[config.mk]
export PLATFORM = sky130hd
export DESIGN_NAME = xt_fetch_ctrl
export DESIGN_NICKNAME = d
export VERILOG_FILES = /design/src/rtl/xt_fetch_ctrl.sv
export SDC_FILE = /design/constraint.sdc
export NUM_CORES = 1
export LEC_CHECK = 0
export ABC_CLOCK_PERIOD_IN_PS = 3420
export BUFFER_PORTS_ARGS = -buffer_cell sky130_fd_sc_hd__buf_2
export CAP_MARGIN = 20
export CORE_MARGIN = 8
export CORE_UTILIZATION = 35
export CTS_CLUSTER_SIZE = 8
export DETAILED_ROUTE_END_ITERATION = 10
export PLACE_DENSITY = 0.59
export SLEW_MARGIN = 20
export SYNTH_ARGS = -nofsm -noshare
export SYNTH_HDL_FRONTEND = slang
export SYNTH_SLANG_ARGS = --single-unit
[constraint.sdc]
create_clock -name clk -period 3.42 [get_ports clk]
set_input_delay 0 -clock clk [delete_from_list [all_inputs] [get_ports clk]]
set_output_delay 0 -clock clk [all_outputs]
set_load 0.005 [all_outputs]
[src/rtl/xt_fetch_ctrl.sv]
// xt_fetch_ctrl: walks a tile address range in the x_t buffer ROM and qualifies its output stream.
module xt_fetch_ctrl #(
  parameter int ADDR_W = 6
) (
  input  logic              clk,
  input  logic              rst,
  input  logic              start,
  input  logic [ADDR_W-1:0] base_addr,
  input  logic [ADDR_W:0]   num_tiles,
  input  logic              abort,
  output logic              busy,
  output logic              done,
  output logic              rom_en,
  output logic [ADDR_W-1:0] rom_addr,
  output logic              out_valid,
  input  logic              out_ready,
  output logic              out_last,
  output logic [ADDR_W:0]   out_idx
);
  typedef enum logic [1:0] {IDLE, PRIME, STREAM, DONE} state_t;
  state_t            state;
  logic [ADDR_W-1:0] cur_addr;
  logic [ADDR_W:0]   idx, count;
  logic              fire;
  assign busy      = state != IDLE;
  assign done      = state == DONE;
  assign rom_en    = state == PRIME || state == STREAM;
  assign out_valid = state == STREAM && !abort;
  assign out_last  = state == STREAM && idx == count - 1'b1;
  assign fire      = out_valid && out_ready;
  // Look ahead one address on an accepted tile so the next word lands on dout_vec without a bubble.
  assign rom_addr  = (fire && !out_last) ? cur_addr + 1'b1 : cur_addr;
  assign out_idx   = idx;
  always_ff @(posedge clk or posedge rst) begin
    if (rst) begin
      state    <= IDLE;
      cur_addr <= '0;
      idx      <= '0;
      count    <= '0;
    end else begin
      case (state)
        IDLE: if (start) begin
          cur_addr <= base_addr;
          idx      <= '0;
          count    <= num_tiles;
          state    <= num_tiles == '0 ? DONE : PRIME;
        end
        PRIME: state <= abort ? IDLE : STREAM;
        STREAM: begin
          if (abort) state <= IDLE;
          else if (fire && out_last) state <= DONE;
          else if (fire) begin
            cur_addr <= cur_addr + 1'b1;
            idx      <= idx + 1'b1;
          end
        end
        default: state <= IDLE;
      endcase
    end
  end
endmodule

==> flow_summary.toml <==
[place]
dp_cells = 264
place_congestion = 0.797
dp_hpwl_um = 3100
port_buffers = 35
dpl-instance-area_mm2 = 0.00184

[cells_and_area]
final_cell_mix = "buf_2 (35), dfrtp_1 (22), nor2_1 (17)"
drive_above_1_share = 0.272
fillers = 449
final_common_cell = "buf_2"
stdcell_count = 276
area_delta_synth_final_pct = 22.4
n_antenna_cell = 0
stdcell_area_mm2 = 0.00198
fin_nets = 250

[die]
ios = 36
die-area_mm2 = 0.00705
core-area_mm2 = 0.00441
initial_core_util = 0.366
row_count = 24
chipWidth_um = 83.9
dieHeight_um = 83.9

[critical_path]
start_kind = "flip-flop"
end_kind = "output port"
critPathRequiredTime_ns = 3.42
slowest_stage = "dfrtp_1"
slowest_delay_ns = 0.43
cp_max_fo = 5
worstPathCellList = "inv_1 > ha_1 > nor3b_1 > a21oi_1 > o2111ai_2 > a211o_2 > clkinv_2 > nor2_2 > mux2_4 > buf_2"
worstPathArrival_ns = 2.72
critPathKind = "reg -> out"

[routing]
ant_nets = 0
wl_per_cell_um = 15.1
vias = 1466
post-route-drc-count = 0
first_pass_iters = 4
finalWirelength_um = 4160
drt_iter0_drc = 77
routed_via_density = 5.31

[run_status]
status = "finished clean"

[global_route]
grt_use_total = 0.118
grt_pass1_vias = 1446
antenna_found_initial = 0
grt_pass1_wl_um = 7080
grt.overflow.total = 0
grt_max_degree = 24

[cts]
path_clk_slew_ns = 0.08
cts_htree_levels = 1
ctsLongestPathBuffers = 2
cts_tree = "done"
numClockSinks = 22
post_cts_buffers = 0
worst_skew_pair.late_latency_ns = 0.26
cts_root_buffer = "clkbuf_8"
cts_buffers = 3
cts_resized = 0

[sta]
hold_violations = 0
setup_viol = 0
worst_clock_skew_ns = 0.00528
rsz0062_at_grt = "false"
final_max_slew_viol_count = 0
fmaxAchievable_mhz = 368
tns_ns = 0
min_period_ns = 2.72
worst_pin_slew_ns = 0.874
period_share = 0.795
max-slew-margin-rel = 0.417

[power_and_ir_drop]
p_leak_nw = 0.898
pwr_density_cell_mw_per_mm2 = 691
max-vdd-ir-drop_uv = 293

[synthesis]
yosysWarnings = 0
synth-async-reset-ratio = 1.00
syn_avg_cell_area_um2 = 8.92
synthFlopType = "dfrtp_1"
synth_cells = 181
ys_seq_area_frac = 0.341
ys_ff_latch = 22
syn_nets = 206
synth.distinct_cells = 49
synth_edf_count = 0
netlist_area_mm2 = 0.00162

[worst_hold_path]
min_path_type = "in -> reg"

[flow_run]
cap_violations = 0
==> cells by family (layout without fill, tap and decap cells) <==
logic type | count (synthesis) | after routing | share of synthesized area
XOR/XNOR | 10 | 10 | 0.0542
flip-flops | 22 | 22 | 0.341
multiplexers | 11 | 11 | 0.0798
adder cells (fa/ha/maj) | 7 | 7 | 0.0542
AND/OR/NAND/NOR | 73 | 73 | 0.226
AO/OA/AOI/OAI | 42 | 42 | 0.205
buffers and inverters | 16 | 59 | 0.0395
==> critical path: cells and delay by family (launching register included) <==
kind | cells | cell delay, ns
muxes | 1 | 0.31
and+or+nand+nor | 2 | 0.50
AOI/OAI and AO/OA | 3 | 0.73
DFF | 1 | 0.43
buffers and inverters | 3 | 0.30
adders and majority gates | 1 | 0.18
==> layer usage <==
metal  part of all wire  vias up  routed length, um  GRT usage
met3              0.040        4                168     0.0244
met5                  0        -                  0          0
li1                   -      755                  -          -
met1               0.50      671               2080      0.156
met2               0.45       36               1870      0.185
met4             0.0091        0                 38     0.0330
==> through the flow <==
step           power (W)  hold WS, ns  utilization  worst slack, ns
4_1_cts          0.00138       0.0338        0.448            0.719
2_1_floorplan   0.000977      -0.0108            -             1.26
5_1_grt          0.00150       0.0674        0.448            0.553
6_report         0.00137       0.0334        0.448            0.700
3_3_place_gp     0.00118        0.242        0.417             1.05
3_5_place_dp     0.00118        0.243        0.417            0.970
==> flip-flops by register name, indices dropped and copies added, names as in the netlist <==
name	cells
cur_addr	6
out_idx	7
count	7
state	2
==> where the power goes <==
group          total (W)  leakage [nW]  internal [W]  switching, W
Sequential      0.000476         0.273      0.000353      0.000123
Combinational   0.000705         0.596      0.000326      0.000379
Clock           0.000186        0.0288      0.000102     0.0000835
==> path summary, 6_finish.rpt <==
| kind | from | to | slack [ns] | cells after the start |
|---|---|---|---|---|
| max reg2reg | count[0]$_DFFE_PP0P_ | out_idx[4]$_DFFE_PP0P_ | 0.92 | 8 |
| max | count[0]$_DFFE_PP0P_ | rom_addr[1] | 0.70 | 10 |
| min reg2reg | count[6]$_DFFE_PP0P_ | count[6]$_DFFE_PP0P_ | 0.54 | 1 |
| min in group asynchronous | rst | state[1]$_DFFE_PP0P_ | 0.47 | 3 |
| min | base_addr[1] | cur_addr[1]$_DFFE_PP0P_ | 0.03 | 3 |
| max in group asynchronous | rst | state[0]$_DFFE_PP0P_ | 2.41 | 3 |
==> timing repair <==
item,in CTS,in global routing
hold endpoints to repair,29,0
setup endpoints to repair,0,0
hold buffers,8,0
==> synthesized netlist by cell type (5+ instances only) <==
library cell   n  area [um2]
inv_1         10        37.5
nor3_1         7        35.0
dfrtp_1       22         551
mux2_2         7        78.8
o21ai_0        6        30.0
nor2_1        17        63.8
xor2_1         7        61.3
nand2_1       13        48.8
nand3_1       14        70.1
nand2b_1       5        31.3
ha_1           7        87.6
a21oi_1        8        40.0
==> layout make-up <==
cell class | instances | area, um2 | share of cell area
clock buffer | 4 | 55.1 | 0.0278
inverter | 11 | 42.5 | 0.0215
multi-input combinational | 143 | 1000 | 0.506
sequential | 22 | 551 | 0.278
tap | 52 | 65.1 | 0.0329
timing repair buffer | 44 | 263 | 0.133
(Power assumes the default switching activity.)
